## src/rtl/sram_like_arbiter.sv

```systemverilog
// Two-master sram-like arbiter: data side wins by default, instruction side
// is forced through after STARVE_LIMIT consecutive data grants while it waits.
module sram_like_arbiter #(
    parameter int unsigned STARVE_LIMIT = 4
) (
    input  logic        clk,
    input  logic        rst,
    input  logic        inst_req,
    input  logic        inst_wr,
    input  logic [1:0]  inst_size,
    input  logic [31:0] inst_addr,
    input  logic [31:0] inst_wdata,
    output logic        inst_addr_ok,
    output logic        inst_data_ok,
    output logic [31:0] inst_rdata,
    input  logic        data_req,
    input  logic        data_wr,
    input  logic [1:0]  data_size,
    input  logic [31:0] data_addr,
    input  logic [31:0] data_wdata,
    output logic        data_addr_ok,
    output logic        data_data_ok,
    output logic [31:0] data_rdata,
    output logic        req,
    output logic        wr,
    output logic [1:0]  size,
    output logic [31:0] addr,
    output logic [31:0] wdata,
    input  logic [31:0] rdata,
    input  logic        addr_ok,
    input  logic        data_ok
);

    typedef enum logic [1:0] {IDLE, ADDR, DATA} state_e;

    state_e      state_q, state_d;
    logic        owner_q, owner_d;
    logic [3:0]  cnt_q, cnt_d;
    logic        any_req, starve, sel, cur;
    logic        aok, dok;

    always_comb begin
        any_req = inst_req | data_req;
        starve  = inst_req && (cnt_q >= 4'(STARVE_LIMIT));
        sel     = data_req && !starve;
        cur     = (state_q == IDLE) ? sel : owner_q;
    end

    assign wr    = cur ? data_wr    : inst_wr;
    assign size  = cur ? data_size  : inst_size;
    assign addr  = cur ? data_addr  : inst_addr;
    assign wdata = cur ? data_wdata : inst_wdata;

    assign inst_rdata = rdata;
    assign data_rdata = rdata;

    // data_ok only counts once the address phase has been accepted
    always_comb begin
        req = 1'b0;
        aok = 1'b0;
        dok = 1'b0;
        unique case (state_q)
            IDLE: begin
                req = any_req;
                aok = any_req & addr_ok;
                dok = any_req & addr_ok & data_ok;
            end
            ADDR: begin
                req = 1'b1;
                aok = addr_ok;
                dok = addr_ok & data_ok;
            end
            DATA: begin
                dok = data_ok;
            end
            default: ;
        endcase
    end

    assign inst_addr_ok = aok & ~cur;
    assign data_addr_ok = aok &  cur;
    assign inst_data_ok = dok & ~cur;
    assign data_data_ok = dok &  cur;

    always_comb begin
        state_d = state_q;
        owner_d = owner_q;
        cnt_d   = cnt_q;
        unique case (state_q)
            IDLE: begin
                if (any_req) begin
                    owner_d = sel;
                    if (sel && inst_req)
                        cnt_d = (cnt_q == 4'hF) ? 4'hF : cnt_q + 4'd1;
                    else
                        cnt_d = 4'd0;
                    if (!addr_ok)
                        state_d = ADDR;
                    else if (!data_ok)
                        state_d = DATA;
                end
            end
            ADDR: begin
                if (addr_ok)
                    state_d = data_ok ? IDLE : DATA;
            end
            DATA: begin
                if (data_ok)
                    state_d = IDLE;
            end
            default: state_d = IDLE;
        endcase
    end

    always_ff @(posedge clk or negedge rst) begin
        if (!rst) begin
            state_q <= IDLE;
            owner_q <= 1'b0;
            cnt_q   <= 4'd0;
        end else begin
            state_q <= state_d;
            owner_q <= owner_d;
            cnt_q   <= cnt_d;
        end
    end

endmodule

```

## config.mk

```make
export PLATFORM = sky130hd
export DESIGN_NAME = sram_like_arbiter
export DESIGN_NICKNAME = d
export VERILOG_FILES = /design/src/rtl/sram_like_arbiter.sv
export SDC_FILE = /design/constraint.sdc
export NUM_CORES = 1
export LEC_CHECK = 0
export CAP_MARGIN = 20
export CORE_AREA = 2 2 120 122
export CTS_BUF_LIST = sky130_fd_sc_hd__clkbuf_4 sky130_fd_sc_hd__clkbuf_8
export DETAILED_ROUTE_END_ITERATION = 16
export DIE_AREA = 0 0 122 124
export GPL_TIMING_DRIVEN = 1
export SYNTH_ARGS = -nofsm -noshare
export SYNTH_HDL_FRONTEND = slang
export SYNTH_SLANG_ARGS = --single-unit
```

## constraint.sdc

```tcl
create_clock -name clk -period 2.4 [get_ports clk]
set_clock_uncertainty 0.15 [all_clocks]
set_input_delay 0.48 -clock clk [delete_from_list [all_inputs] [get_ports clk]]
set_output_delay 0.48 -clock clk [all_outputs]
set_load 0.1 [all_outputs]
```

==> results of run 1 <==
synthesized netlist by cell type:
master and n:
ha_1 1, inv_1 1, and3b_1 1, nor2_1 2, and2_1 1, nor3_1 3, o22ai_1 1, dfrtp_1 7
nand2_1 1, mux2_1 12, mux2_2 56, buf_6 7, nor2b_1 1, nor2_2 1, o21ai_1 1, a31oi_4 1
and4_1 1, and3_1 2, a32o_1 1, o21a_1 1, o21ai_0 1, nand2b_1 1, a22o_1 2, buf_4 64
final cells by class:
class / instances / area, um2 / share of cell area (%)
multi-input combinational: 91 / 1227 / 24.31
timing repair buffer: 243 / 3368 / 66.72
tap: 180 / 225.2 / 4.461
inverter: 1 / 3.754 / 0.07435
sequential: 7 / 175.2 / 3.470
clock buffer: 4 / 48.80 / 0.9665
cells by family (layout without fill, tap and decap cells):
logic type,after synthesis,after routing,synth area share (%)
AO/OA/AOI/OAI,8,8,4.345
adder cells (fa/ha/maj),1,1,0.7489
buffers and inverters,72,248,33.71
flip-flops,7,7,10.49
multiplexers,68,68,45.84
AND/OR/NAND/NOR,14,14,4.870
how the worst max path moves through the flow:
stage,startpoint,to,slack (ns),cells past startpoint
after floorplan,state_q[1],data_addr_ok,-0.05,4
final,state_q[0],addr[0],-0.22,7
after global placement,inst_req,addr[0],-0.51,6
after CTS,state_q[0],wdata[21],-0.22,7
after detailed placement,inst_req,addr[0],-0.50,6
after global routing,state_q[0],addr[16],-0.26,7
stage by stage:
step | power, mW | setup slack (ns)
final | 3.628 | -0.2208
after global routing | 3.732 | -0.2593
after CTS | 3.641 | -0.2242
after detailed placement | 2.966 | -0.4994
after global placement | 2.952 | -0.5091
after floorplan | 2.357 | -0.05201
layer usage:
metal / global-route usage [%] / share of wire [%] / up-vias
li1: - / - / 889
met4: 2.083 / 1.2 / 0
met1: 13.86 / 36 / 900
met2: 21.30 / 52 / 137
met5: 0 / 0 / -
met3: 4.396 / 11 / 20
what timing repair did:
item	CTS	global route
cloned	10	0
resized for setup	85	9
pin swaps	4	5
setup buffers	10	3
endpoints found under the setup margin	72	71
hold buffers	0	0
flip-flops by register name, indices dropped and copies added, names as in the netlist:
signal and cells:
cnt_q 4, state_q 2, owner_q 1
where the power goes:
part / leakage [nW] / switching (mW) / internal (mW)
clock network: 0.0262 / 0.0522 / 0.126
logic: 2.13 / 1.84 / 1.47
registers: 0.0913 / 0.0102 / 0.131
total: 2.24 / 1.90 / 1.73
worst max-delay path, delay by kind of cell (launching register included):
kind,cells,cell delay (ns)
buffers and inverters,4,0.58
flip-flops,1,0.42
AO/OA/AOI/OAI,2,0.41
multiplexers,1,0.33
==> flow_summary.toml, run 1 <==
[status]
status = "finished, violations left"
violations = "negative setup slack"

[worst_setup_path]
crit_chain = "o21a_1, a31oi_4, buf_12, buf_12, buf_16, mux2_4, buf_12"
slowest_stage = "dfrtp_1"
ff2ff_setup_slack_ns = 0.93
cp_slowest_stage_delay_ns = 0.42
r2r-end = "state_q[1]"
path_common_cell = "buf_12"
criticalPathCategory = "reg2out"
r2r-start = "state_q[1]"
r2r_cells = 5
critPathLaunchType = "register"
crit_required_ns = 1.77
critPathMaxFanout = 5
crit_arrival_ns = 1.99
cp-end-kind = "output pin"

[timing]
holdWs_ns = 0.3577
setup_tns_ns = -13.27
hold_violations = 0
fmaxAchievable_mhz = 381.6
fin_crit_ns = 2.621
rsz0062_at_grt = "yes"
worst_pin_slew_ns = 0.3779
setup_violations = 71
final.setup.worst_slack_ns = -0.2208
fin_crit_sh_pct = 109.2
maxSlewViolCount = 0
relSlewSlack_pct = 74.54

[power]
cellPowerDensity_mw_per_mm2 = 718.6
vdd_drop_max_mv = 0.2470
leakage_nw = 2.244

[yosys]
syn-mean-instance-area_um2 = 9.826
ys_types = 24
syn-cell-area_mm2 = 0.001670
synth-seq-cells = 7
ys_warn_count = 0
synth_fp_nets = 343
syn_inst = 170
ys_top_cells_by_area = "mux2_2, buf_4, dfrtp_1"
netlist.area_leader.share_pct = 37.75
yosysTopAreaCell = "mux2_2"
yosysSeqAreaShare_pct = 10.49

[global_route]
grt-ovfl-total = 0
grt_use_total_pct = 11.95
grt_pass1_vias = 2092
grt_max_degree = 8
antenna_found_initial = 0
grt_pass1_wl_um = 13270

[floorplanning]
dieArea_mm2 = 0.01513
core_mm2 = 0.01372
rows = 43
die_h_um = 124
initial_core_util_pct = 12.18
io_pins = 308
dieWidth_um = 122

[place]
placedInstanceArea_mm2 = 0.004304
place_congestion = 0.6993
place_inst = 501
dp_hpwl_um = 7086
io_buffers = 211

[layout]
n_fill_cell = 1324
area_growth_pct = 202.2
final_common_cell = "clkdlybuf4s50_1"
layout_common_cells = "clkdlybuf4s50_1, buf_12, mux2_4"
fin_cells = 526
drive_gt1_share_pct = 53.47
nets = 520
n_antenna_cell = 0
finish.instance_area_mm2 = 0.005049
utilization_pct = 36.80

[clocking]
cts_made_buffers = 3
clk_pin_slew_ns = 0.04
cts-root-buf = "clkbuf_8"
clk_latency_ns = 0.23
cts_tree = "built"
cts_buffer_depth = 2
clock_sinks = 7
htreeDepth = 1

[worst_hold_path]
hp-start = "cnt_q[1]"
whs_endpoint = "cnt_q[1]"
hold_path.class = "reg2reg"
hold-path-cell-count = 1

[routing]
routed_wl_um = 9982
routedWlPerCell_um = 18.98
drtIter0Drc = 20
first_pass_iters = 4
vias_per_cell = 3.700
via_count = 1946
ant_nets = 0
route.detailed.drc = 0

[flow_run]
max_cap_violations = 0
(Power assumes the default switching activity.)
==> run 2: changes to the inputs <==
--- a/config.mk
+++ b/config.mk
@@ -5,7 +5,7 @@
 export SDC_FILE = /design/constraint.sdc
 export NUM_CORES = 1
 export LEC_CHECK = 0
-export CAP_MARGIN = 20
+export CAP_MARGIN = 15
 export CORE_AREA = 2 2 120 122
 export CTS_BUF_LIST = sky130_fd_sc_hd__clkbuf_4 sky130_fd_sc_hd__clkbuf_8
 export DETAILED_ROUTE_END_ITERATION = 16
==> results of run 2 <==
The final DEF is identical to that of run 1; final timing and power are the same.
==> run 3: changes to the inputs <==
--- a/config.mk
+++ b/config.mk
@@ -11,6 +11,7 @@
 export DETAILED_ROUTE_END_ITERATION = 16
 export DIE_AREA = 0 0 122 124
 export GPL_TIMING_DRIVEN = 1
+export SKIP_LAST_GASP = 1
 export SYNTH_ARGS = -nofsm -noshare
 export SYNTH_HDL_FRONTEND = slang
 export SYNTH_SLANG_ARGS = --single-unit
==> flow_summary.toml, run 3 (synthesis results as in run 1) <==
[timing]
fin_crit_sh_pct = 109.2
fmaxAchievable_mhz = 381.5
final.setup.worst_slack_ns = -0.2214
worst_pin_slew_ns = 0.3779
hold_violations = 0
holdWs_ns = 0.3577
setup_violations = 71
fin_crit_ns = 2.621
setup_tns_ns = -13.41
relSlewSlack_pct = 74.54
rsz0062_at_grt = "yes"
maxSlewViolCount = 0

[worst_setup_path]
crit_chain = "o21a_1, a31oi_4, buf_12, buf_12, buf_16, mux2_4, buf_12"
r2r_cells = 5
critPathLaunchType = "register"
slowest_stage = "dfrtp_1"
cp-end-kind = "output pin"
r2r-end = "state_q[1]"
ff2ff_setup_slack_ns = 0.93
cp_slowest_stage_delay_ns = 0.42
critPathMaxFanout = 5
crit_arrival_ns = 1.99
r2r-start = "state_q[1]"
criticalPathCategory = "reg2out"
path_common_cell = "buf_12"
crit_required_ns = 1.77

[place]
dp_hpwl_um = 7086
place_congestion = 0.6993
io_buffers = 211
place_ws_ns = -0.4994

[routing]
vias_per_cell = 3.692
highest_layer = "met4"
first_pass_iters = 4
via_count = 1942
routedWlPerCell_um = 18.86
ant_nets = 0
wl_met1_um = 3618
route.detailed.drc = 0
dr_wl_met3_um = 1101
routed_wl_um = 9921
drtIter0Drc = 19
wl_met2_um = 5079

[clocking]
cts_buffer_depth = 2
htreeDepth = 1
clk_pin_slew_ns = 0.04
cts-root-buf = "clkbuf_8"
clock_sinks = 7
cts_tree = "built"
cts_made_buffers = 3
cts.hold.buffers_added = 0
clk_latency_ns = 0.23

[global_route]
grt_pass1_wl_um = 13270
grt-ovfl-total = 0
grt_use_total_pct = 11.95
antenna_found_initial = 0
grt_max_degree = 8
grt_pass1_vias = 2092

[floorplanning]
rows = 43
core_mm2 = 0.01372
die_h_um = 124
dieArea_mm2 = 0.01513
initial_core_util_pct = 12.18
io_pins = 308
dieWidth_um = 122

[layout]
area_growth_pct = 201.3
n_antenna_cell = 0
utilization_pct = 36.68
reg.largest.list = "cnt_q x4, state_q x2, owner_q x1"
final_common_cell = "clkdlybuf4s50_1"
largest_register = "cnt_q"
multi_input_area_mm2 = 0.001216
seqCellArea_um2 = 175.2
nets = 520
largest_reg_flops = 4
layout_common_cells = "clkdlybuf4s50_1, buf_12, mux2_4"
drive_gt1_share_pct = 53.47
n_fill_cell = 1321

[status]
status = "finished, violations left"
violations = "negative setup slack"

[worst_hold_path]
hp-start = "cnt_q[1]"
hold_path.class = "reg2reg"
hold-path-cell-count = 1
whs_endpoint = "cnt_q[1]"

[power]
cellPowerDensity_mw_per_mm2 = 719.0
leakage_nw = 2.230
vdd_drop_max_mv = 0.2463
totalPowerFinal_mw = 3.618

[flow_run]
max_cap_violations = 0
-- run 3: stage by stage --
stage                     std cells  cell area, um2
after floorplan                 170            1698
after global placement          501            4304
after detailed placement        501            4304
after CTS                       524            5002
after global routing            526            5032
final                           526            5032
-- run 3: critical path: cells and delay by family (launching register included) --
| kind | cells | cell delay, ns |
|---|---|---|
| muxes | 1 | 0.33 |
| DFF | 1 | 0.42 |
| AOI/OAI and AO/OA | 2 | 0.41 |
| buffers and inverters | 4 | 0.59 |
-- run 3: worst max path at each step --
stage               slack, ns            to  cells after the start  startpoint
floorplan               -0.05  data_addr_ok                      4  state_q[1]
global placement        -0.51       addr[0]                      6    inst_req
detailed placement      -0.50       addr[0]                      6    inst_req
CTS                     -0.22     wdata[21]                      7  state_q[0]
global route            -0.26      addr[16]                      7  state_q[0]
finish                  -0.22       addr[0]                      7  state_q[0]
-- run 3: cell type report --
cell class | instances | share of cell area, %
inverter | 1 | 0.07459
clock buffer | 4 | 0.9697
sequential | 7 | 3.481
timing repair buffer | 243 | 66.83
multi-input combinational | 91 | 24.17
tap | 180 | 4.475
-- run 3: per-layer routing --
metal	GRT usage, %	vias to the layer above
met1	13.86	894
met2	21.30	139
met5	0	-
met3	4.396	20
li1	-	889
met4	2.083	0
-- run 3: where the power goes --
group          leakage (nW)  internal [mW]  total [mW]  switching [mW]
combinational          2.11           1.46        3.30            1.83
sequential           0.0913          0.131       0.141          0.0102
clock                0.0262          0.126       0.178          0.0522
-- run 3: repair_timing --
action	in CTS	in global routing
gates cloned	10	0
pin swaps	4	5
endpoints found under the setup margin	72	71
resized for setup	85	4
setup buffers	10	3
